<file path="config.mk">
export PLATFORM = sky130hd
export DESIGN_NAME = mine_placer
export DESIGN_NICKNAME = d
export VERILOG_FILES = /design/src/rtl/minesweeper_pkg.sv /design/src/rtl/mine_lfsr.sv /design/src/rtl/mine_placer.sv
export SDC_FILE = /design/constraint.sdc
export NUM_CORES = 1
export LEC_CHECK = 0
export ABC_CLOCK_PERIOD_IN_PS = 4400
export CAP_MARGIN = 20
export CORE_ASPECT_RATIO = 0.9
export CORE_UTILIZATION = 52
export DETAILED_ROUTE_END_ITERATION = 8
export PLACE_DENSITY = 0.85
export RECOVER_POWER = 100
export SLEW_MARGIN = 10
export SYNTH_ARGS = -nofsm -noshare
export SYNTH_HDL_FRONTEND = slang
export SYNTH_HIERARCHICAL = 1
export SYNTH_SLANG_ARGS = --single-unit
</file>
<file path="constraint.sdc">
create_clock -name clka -period 4.4 [get_ports clka]
set_input_delay 0.44 -clock clka [delete_from_list [all_inputs] [get_ports clka]]
set_output_delay 0.44 -clock clka [all_outputs]
set_load 0.005 [all_outputs]
</file>
<file path="src/rtl/minesweeper_pkg.sv">
// Shared constants, state encoding and LFSR step for the mine placement datapath.
package minesweeper_pkg;

  localparam int BOARD_CELLS = 25;
  localparam int CELL_W      = 5;
  localparam int LFSR_W      = 8;

  // Feedback taps at bits 7, 5, 4 and 3.
  localparam logic [LFSR_W-1:0] LFSR_TAPS = 8'hB8;

  typedef enum logic [1:0] {
    IDLE  = 2'd0,
    CLEAR = 2'd1,
    DRAW  = 2'd2,
    DONE  = 2'd3
  } place_state_e;

  // One Fibonacci step: shift left, feedback is the parity of the tapped bits.
  function automatic logic [LFSR_W-1:0] lfsr_step(input logic [LFSR_W-1:0] v);
    return {v[LFSR_W-2:0], ^(v & LFSR_TAPS)};
  endfunction

endpackage

</file>
<file path="src/rtl/mine_lfsr.sv">
// Free-running 8-bit LFSR with seed load on restart and a guard against the all-zero lock-up state.
module mine_lfsr
  import minesweeper_pkg::*;
#(
  parameter logic [LFSR_W-1:0] SEED = 8'hA5
) (
  input  logic              clka,
  input  logic              restart,
  output logic [LFSR_W-1:0] lfsr
);

  // A zero seed would freeze the register, so it is replaced by 1.
  localparam logic [LFSR_W-1:0] RESET_VAL = (SEED == '0) ? 8'h01 : SEED;

  logic [LFSR_W-1:0] next_val;

  // Next value, forced away from zero should the register ever be upset into it.
  always_comb begin
    next_val = lfsr_step(lfsr);
    if (next_val == '0) next_val = 8'h01;
  end

  // Advance every cycle in every state.
  // NOTE: sequential state uses non-blocking assignments so all registers update together on the edge.
  always_ff @(posedge clka or posedge restart) begin
    if (restart) lfsr <= RESET_VAL;
    else         lfsr <= next_val;
  end

endmodule

</file>
<file path="src/rtl/mine_placer.sv">
// Mine placement responder: on start, clears the bitmap and draws distinct in-range cells from the LFSR.
// Optional feature: define MINE_PLACER_SAFE_CELL_EN to add a safe_cell input that is never mined.
module mine_placer
  import minesweeper_pkg::*;
#(
  parameter int               ROWS      = 5,
  parameter int               COLS      = 5,
  parameter int               NUM_MINES = 5,
  parameter logic [LFSR_W-1:0] SEED     = 8'hA5
) (
  input  logic                 clka,
  input  logic                 restart,
  input  logic                 start,
`ifdef MINE_PLACER_SAFE_CELL_EN
  input  logic [CELL_W-1:0]    safe_cell,
`endif
  output logic                 place_done,
  output logic                 busy,
  output logic [ROWS*COLS-1:0] mine_map,
  output logic [4:0]           mine_count
);

  localparam int         CELLS      = ROWS * COLS;
  localparam logic [4:0] LAST_COUNT = 5'(NUM_MINES - 1);

  place_state_e      state;
  logic [LFSR_W-1:0] lfsr;
  logic [CELL_W-1:0] cand;
  logic              in_range;
  logic              is_safe;
  logic              accept;
  logic              take_start;

  mine_lfsr #(.SEED(SEED)) u_lfsr (
    .clka    (clka),
    .restart (restart),
    .lfsr    (lfsr)
  );

  assign cand       = lfsr[CELL_W-1:0];
  assign in_range   = int'(cand) < CELLS;
  assign take_start = start && ((state == IDLE) || (state == DONE));

`ifdef MINE_PLACER_SAFE_CELL_EN
  logic [CELL_W-1:0] safe_q;

  // Capture the player's first cell when a placement request is accepted.
  always_ff @(posedge clka or posedge restart) begin
    if (restart)         safe_q <= '0;
    else if (take_start) safe_q <= safe_cell;
  end

  assign is_safe = (cand == safe_q);
`else
  assign is_safe = 1'b0;
`endif

  // A candidate is taken only if it lies on the board, is not yet a mine and is not the safe cell.
  assign accept = in_range && !mine_map[cand] && !is_safe;

  // Placement FSM with registered handshake outputs, bitmap and counter.
  // NOTE: the bitmap is a plain register vector, so it is reset like any other state bit.
  always_ff @(posedge clka or posedge restart) begin
    if (restart) begin
      state      <= IDLE;
      mine_map   <= '0;
      mine_count <= '0;
      place_done <= 1'b0;
      busy       <= 1'b0;
    end else begin
      case (state)
        IDLE: if (take_start) state <= CLEAR;
        CLEAR: begin
          mine_map   <= '0;
          mine_count <= '0;
          place_done <= 1'b0;
          busy       <= 1'b1;
          state      <= DRAW;
        end
        DRAW: begin
          if (accept) begin
            mine_map[cand] <= 1'b1;
            mine_count     <= mine_count + 5'd1;
            if (mine_count == LAST_COUNT) begin
              busy       <= 1'b0;
              place_done <= 1'b1;
              state      <= DONE;
            end
          end
        end
        DONE: if (take_start) state <= CLEAR;
        default: state <= IDLE;
      endcase
    end
  end

endmodule

</file>
# Word level (Yosys, flattened, before mapping)
# Index checks and enable logic that the tools add are counted.
# Widths: inputs -> output; s select.
# op_classes
add_sub_neg	1
order_cmp	3
eq_ne	7
mux	19
n_bitwise	1
reduce_logical	13
# ops
cell	n
$pmux 25 s2	1
$mux 25	1
$or 25x25->25	1
$pmux 5 s2	1
$logic_not 8->1	1
$mux 8	1
$reduce_xor 8->1	1
$lt 5x6->1 const B	1
$mux 1	6
$mux 2	3
$pmux 2 s3	1
$reduce_and 3->1	2
$add 5x1->5 const B	1
$bmux 1 s5	1
$demux 1 s5	1
$eq 5x3->1 const B	1
$ge 5x1->1 const B	1
$lt 5x5->1 const B	1
$mux 5	1
$eq 2x2->1 const B	2
$ne 2x2->1 const B	2
$pmux 1 s2	2
$logic_and 1x1->1	3
$eq 2x1->1 const B	1
other kinds (7)	7
# totals
ff_bits	42

# Logic depth before layout (Yosys ltp)
# Gate-level depths: netlist of run 1.
# depth
depth_word	7
ltp_mapped	9
depth_no_buf	7

# By module
# The synthesis of run 1 kept the hierarchy.
# modules_own_cells
module	n_inst	cells_each	area_each_um2
mine_placer	1	168	1860.5
mine_lfsr	1	23	291.5

# Least setup slack after synthesis of run 1
# OpenSTA, ideal clock, no wires.
# synth_path
path_type	reg2reg
from	reg u_lfsr.lfsr[0]
to	reg mine_count[4]
arrival_ns	2.318
required_ns	4.276
path_slack_ns	1.958
stages_incl_launch_ff	8
period_less_slack_ns	2.442
path_cell_list	dfstp_2 -> buf_6 -> mux4_2 -> and2_1 -> a221o_1 -> buf_6 -> o311a_1 -> a211o_1
# synth_between
elab_chain_cells	6
word_cells_on_any_way	7
cone_classes	order compare: 1; eq/ne: 1; mux: 2; reduce/logical: 3
# synth_rtl
element	line	source
start: declaration	mine_lfsr.sv:9	output logic [LFSR_W-1:0] lfsr
start signal: assignment	mine_lfsr.sv:27	else lfsr <= next_val;
$bmux 1 s5	mine_placer.sv:59	assign accept = in_range && !mine_map[cand] && !is_safe;
$mux 1 (implied by the code)	mine_placer.sv:59	
$logic_not 1->1	mine_placer.sv:59	
$logic_and 1x1->1 *	mine_placer.sv:59	
$ne 2x2->1 (no source line) *	-	
$reduce_and 2->1 (no source line) *	-	
end signal: assignment	mine_placer.sv:83	mine_count <= mine_count + 5'd1;
end: declaration	mine_placer.sv:20	output logic [4:0] mine_count
# Mark *: on every way between the ends. The rest lies on a longest branch, timed or not. The select of a mux whose other input is x is not followed.
# A chain may end at the register's enable or synchronous reset.

# Final worst setup path of run 1
# layout_path
from	reg u_lfsr.lfsr[0]
to	reg mine_map[11]
# layout_between
elab_chain_cells	7
word_cells_on_any_way	15
cone_classes	order compare: 3; eq/ne: 1; mux: 6; bitwise: 1; reduce/logical: 4
# layout_rtl
element	line	source
$lt 5x6->1 (implied by the code) or $ge 5x1->1 (tied branches)	mine_placer.sv:82	mine_map[cand] <= 1'b1;
$logic_and 1x1->1 (implied by the code)	mine_placer.sv:82	
$mux 1 (implied by the code)	mine_placer.sv:82	
$demux 1 s5	mine_placer.sv:82	
$or 25x25->25 (no source line)	-	
$mux 25	mine_placer.sv:81	if (accept) begin
$pmux 25 s2	mine_placer.sv:71	case (state)
end signal: assignment	mine_placer.sv:66	mine_map <= '0;
end signal: assignment	mine_placer.sv:74	mine_map <= '0;
end signal: indexed assignment	mine_placer.sv:82	
end: declaration	mine_placer.sv:19	output logic [ROWS*COLS-1:0] mine_map,
# Several ways; a longest one is shown, not always the timed one. The select of a mux whose other input is x is not followed.

==> results of run 1 <==
per-layer routing:
layer  wire length (um)  share of wire
met2               2260           0.46
met4                108          0.022
met3                311          0.064
met1               2210           0.45
met5                  0              0
where the power goes:
group	internal, mW	switching, mW
Combinational	0.105	0.238
Clock	0.170	0.127
Sequential	0.417	0.0295
Total	0.692	0.395
worst max path at each step:
stage,from,endpoint,depth (start not counted)
after floorplan,u_lfsr/lfsr[0],mine_count[4],7
after global placement,u_lfsr/lfsr[0],mine_map[12],5
after detailed placement,u_lfsr/lfsr[0],mine_map[8],5
after CTS,u_lfsr/lfsr[0],mine_map[8],5
after global routing,u_lfsr/lfsr[0],mine_map[11],5
final,u_lfsr/lfsr[0],mine_map[11],5
placed cells by master (no fill, tap or decap), drive strengths merged, types with 3 or more instances in the layout:
cell type / instances
dlygate4sd3: 33
o31ai: 3
clkbuf: 8
nor3: 6
a32o: 26
and3: 3
mux2: 3
ha: 4
dfrtp: 38
mux2i: 5
nand3: 6
dfstp: 4
a21oi: 4
nor4: 5
nand2: 6
inv: 12
nor2: 9
through the flow:
stage / std cells / setup WS, ns / utilization
final: 261 / 0.816 / 0.667
after floorplan: 191 / 1.96 / -
after detailed placement: 253 / 1.29 / 0.643
after CTS: 261 / 1.26 / 0.671
after global routing: 261 / 0.646 / 0.667
after global placement: 253 / 1.38 / 0.643
flip-flops by register name, indices dropped and copies added (netlist names):
register,cells
u_lfsr/lfsr,8
place_done,1
state,2
busy,1
mine_count,5
mine_map,25
cell type report:
class                      instances  area share
sequential                        42       0.413
multi-input combinational        117       0.369
timing repair buffer              36       0.137
clock buffer                       7      0.0298
tap                               46      0.0225
inverter                          12      0.0176
clock inverter                     1      0.0117
cell families after synthesis:
logic type      Yosys count  synth area share
compound gates           54             0.221
simple gates             47             0.127
buf+inv                  32            0.0669
flops                    42             0.491
xor+xnor                  2            0.0116
fa+ha+maj                 4            0.0233
mux                      10            0.0599
worst register-to-register path, stage by stage, from the launching register on:
cell,delay [ns]
dfstp_1,1.06
mux4_2,0.61
and2_0,0.17
a221o_1,0.43
nor4_2,0.94
a32o_1,0.30
==> results_dict.tcl, run 1 <==
set metrics [dict create \
    synth.cells.most_frequent "dfrtp_1 (38), a32o_1 (26), clkbuf_1 (13)" \
    power.total_mw 1.09 \
    whs_ns 0.407 \
    rrSetupSlack_ns 0.82 \
    dieHeight_um 63.0 \
    die_width_um 69.8 \
    clk_pin_slew_ns 0.07 \
    core-area_um2 3840 \
    path_cells "mux4_2, and2_0, a221o_1, nor4_2, a32o_1" \
    fin_area_um2 2560 \
    p_leak_nw 1.21 \
    setup.worst_path.start_class "flop" \
    setup_violations 0 \
    dpl-instance-area_um2 2470 \
    cts_resized 0 \
    antenna_found_initial 0 \
    syn_inst 191 \
    critPathKind "flop to flop" \
    async_flop_share 1.00 \
    ys.flop_type "dfrtp_1" \
    viasPerCell 6.65 \
    cts_hold_buf 0 \
    synth_edf_count 0 \
    syn_nets 198 \
    cts-root-buf "clkbuf_8" \
    ctsLongestPathBuffers 2 \
    power_density_nw_per_um2 425 \
    synthTopCellsByArea "dfrtp_1 (44%), a32o_1 (12%), dfstp_2 (4.9%)" \
    failed_checks "capacitance limit, slew limit" \
    final-seq-area_um2 1060 \
    drv_cap 1 \
    nets 221 \
    r2r-end "mine_map[11]" \
    cts_sinks 42 \
    drtIter0Drc 114 \
    grtUsageMet1 0.324 \
    finalMaxSlewViolations 35 \
    worstPathMaxFanout 21 \
    cpPeakStageDelay_ns 1.06 \
    syn_avg_cell_area_um2 11.3 \
    grt_pass1_wl_um 8340 \
    track_usage 0.242 \
    worst_setup_path_end_kind "flop" \
    grt_pass1_vias 1728 \
    cp.required_ns 4.63 \
    hold_viol 0 \
    post-cts-setup-buffer-count 0 \
    place_congestion 0.893 \
    peakVddDrop_mv 0.240 \
    dieArea_um2 4400 \
    cp_top_family "simple AND/OR/NAND/NOR gates" \
    grt_max_degree 35 \
    syn_area_um2 2150 \
    max-slew-margin-rel -0.194 \
    initial_utilization 0.561 \
    drive_gt1_frac 0.0791 \
    worst_ep_arrival_time_ns 3.82 \
    busiest_layer "met2" \
    worstMarginPinSlew_ns 1.79 \
    synthMostInstantiatedCell "dfrtp_1" \
    yosysTopAreaCell "dfrtp_1" \
    period_share 0.815 \
    synth_cell_types 49 \
    rsz0062_at_grt "false" \
    netlist.area_leader.share 0.442 \
    hpwl_um 3350 \
    route.detailed.drc 0 \
    cts_tree "done" \
    multi_input_area_um2 943 \
    reg2reg_depth 5 \
    num_rows 21 \
    hold_path_startpoint "u_lfsr/lfsr[6]" \
    clk_latency_ns 0.30 \
    ios 35 \
    timing.rr.start "u_lfsr/lfsr[0]" \
    portBuffers 34 \
    numCtsBuffers 5 \
    diodes 0 \
    met2_usage 0.367 \
    routed-via-count 1736 \
    fillers 308 \
    overflow 0 \
    wl_um 4890 \
    ant_nets 0 \
    area_delta_synth_final_pct 19.0 \
    min_period_ns 3.58 \
    ys_ff_latch 42 \
    min_delay_path_depth 0 \
    hold_path_end "u_lfsr/lfsr[7]" \
    cp_slowest_cell "dfstp_1" \
    finalSetupTns_ns 0 \
    routedWlPerCell_um 18.7 \
    htree_levels 2 \
    cp_num_buf_inv 0 \
    yosysWarnings 6 \
    fmax_mhz 279 \
    grtUsageMet3 0.0629 \
    dr.pass1.iters 4 \
    hold_path_class "flop to flop" \
    status "finished with violations" \
    clock_skew_ns 0.00560 \
    yosysSeqAreaShare 0.491 \
]
No activity file was read; power rests on OpenSTA's default activity.
==> inputs of run 2 (changes only) <==
ABC_CLOCK_PERIOD_IN_PS = 3500   (was 4400)
clock period = 3.5 ns   (was 4.4 ns; I/O delays follow)
==> results_dict.tcl, run 2 (same netlist as run 1, synthesis figures left out) <==
set metrics [dict create \
    die_width_um 69.8 \
    routed-via-count 1709 \
    clk_pin_slew_ns 0.08 \
    p_leak_nw 1.21 \
    final_util 0.668 \
    final_common_cell "dfrtp_1" \
    place_congestion 0.888 \
    htree_levels 2 \
    setup_violations 0 \
    cts_sinks 42 \
    overflow 0 \
    num_rows 21 \
    worst_setup_path_end_kind "flop" \
    drv_cap 0 \
    drtIter0Drc 138 \
    layout_common_cells "dfrtp_1 (38), dlygate4sd3_1 (33), a32o_1 (26), inv_1 (12), nor2_1 (9)" \
    viasPerCell 6.50 \
    max-slew-margin-rel 0.319 \
    cp.required_ns 3.73 \
    cp_num_buf_inv 1 \
    grt_pass1_vias 1654 \
    critPathKind "flop to flop" \
    clock_skew_ns 0.00488 \
    worst_ep_arrival_time_ns 3.36 \
    setup.worst_path.start_class "flop" \
    cts_resized 0 \
    cp_slowest_cell "dfstp_2" \
    core-area_um2 3840 \
    routedWlPerCell_um 18.7 \
    finalMaxSlewViolations 0 \
    cp_top_family "flip-flops" \
    hold_viol 0 \
    hold_path_class "flop to flop" \
    grt_pass1_wl_um 8350 \
    regMostFlops "mine_map" \
    layoutNonFillerInstCount 263 \
    numCtsBuffers 5 \
    rsz0062_at_grt "false" \
    path_cells "mux4_2, and2_0, a221o_1, nor3_1, clkbuf_1, a311o_1" \
    worstMarginPinSlew_ns 1.02 \
    grt_max_degree 29 \
    nets 223 \
    drive_gt1_frac 0.0922 \
    route.detailed.drc 0 \
    dieArea_um2 4400 \
    clk_latency_ns 0.31 \
    status "complete, no violations" \
    ios 35 \
    cts_tree "done" \
    antenna_found_initial 0 \
    top_regs "mine_map: 25 flops, u_lfsr/lfsr: 8 flops, mine_count: 5 flops" \
    worstPathMaxFanout 21 \
    finalSetupTns_ns 0 \
    ant_nets 0 \
    hpwl_um 3300 \
    peakVddDrop_mv 0.484 \
    power_density_nw_per_um2 526 \
    cts-root-buf "clkbuf_8" \
    fmax_mhz 320 \
    ctsLongestPathBuffers 2 \
    track_usage 0.248 \
    diodes 0 \
    dp_cells 255 \
    cpPeakStageDelay_ns 0.82 \
    cts_hold_buf 0 \
    area_delta_synth_final_pct 19.1 \
    post-cts-setup-buffer-count 0 \
    largest_reg_flops 25 \
    dr.pass1.iters 5 \
    wl_um 4910 \
    min_period_ns 3.12 \
    portBuffers 34 \
    initial_utilization 0.561 \
    dieHeight_um 63.0 \
    period_share 0.893 \
]
run 2: cell type report:
type                            count  area (um^2)
Fill cell                         303         1270
Tap cell                           46         57.6
Timing Repair Buffer               38          363
Inverter                           12         45.0
Clock buffer                        6         82.6
Clock inverter                      2         12.5
Sequential cell                    42         1060
Multi-Input combinational cell    117          947
run 2: routing by layer:
layer	global-route usage	vias up	routed length [um]
met5	0	-	0
met4	0.0800	0	72
met3	0.0742	7	282
met2	0.377	52	2340
met1	0.340	864	2220
li1	-	786	-
run 2: power by group:
part           switching, mW  internal [mW]
combinational          0.309          0.146
clock                  0.177          0.159
sequential            0.0340          0.525
total                  0.521          0.829
run 2: through the flow:
| stage | instance area (um^2) | worst slack [ns] | hold slack [ns] | total power, mW |
|---|---|---|---|---|
| 2_1_floorplan | 2150 | 1.06 | 0.163 | 0.874 |
| 3_3_place_gp | 2480 | 0.633 | 0.387 | 1.04 |
| 3_5_place_dp | 2480 | 0.591 | 0.382 | 1.04 |
| 4_1_cts | 2580 | 0.551 | 0.314 | 1.37 |
| 5_1_grt | 2560 | 0.215 | 0.419 | 1.42 |
| 6_report | 2560 | 0.375 | 0.398 | 1.35 |
run 2: path summary, 6_finish.rpt:
kind	from	end	slack (ns)	cells after the start
max	u_lfsr/lfsr[0]	mine_count[1]	0.38	6
min in group asynchronous	restart	u_lfsr/lfsr[3]	0.44	2
max reg2reg	u_lfsr/lfsr[0]	mine_count[1]	0.38	6
min	u_lfsr/lfsr[6]	u_lfsr/lfsr[7]	0.40	0
max in group asynchronous	restart	mine_map[7]	1.62	3
min reg2reg	u_lfsr/lfsr[6]	u_lfsr/lfsr[7]	0.40	0
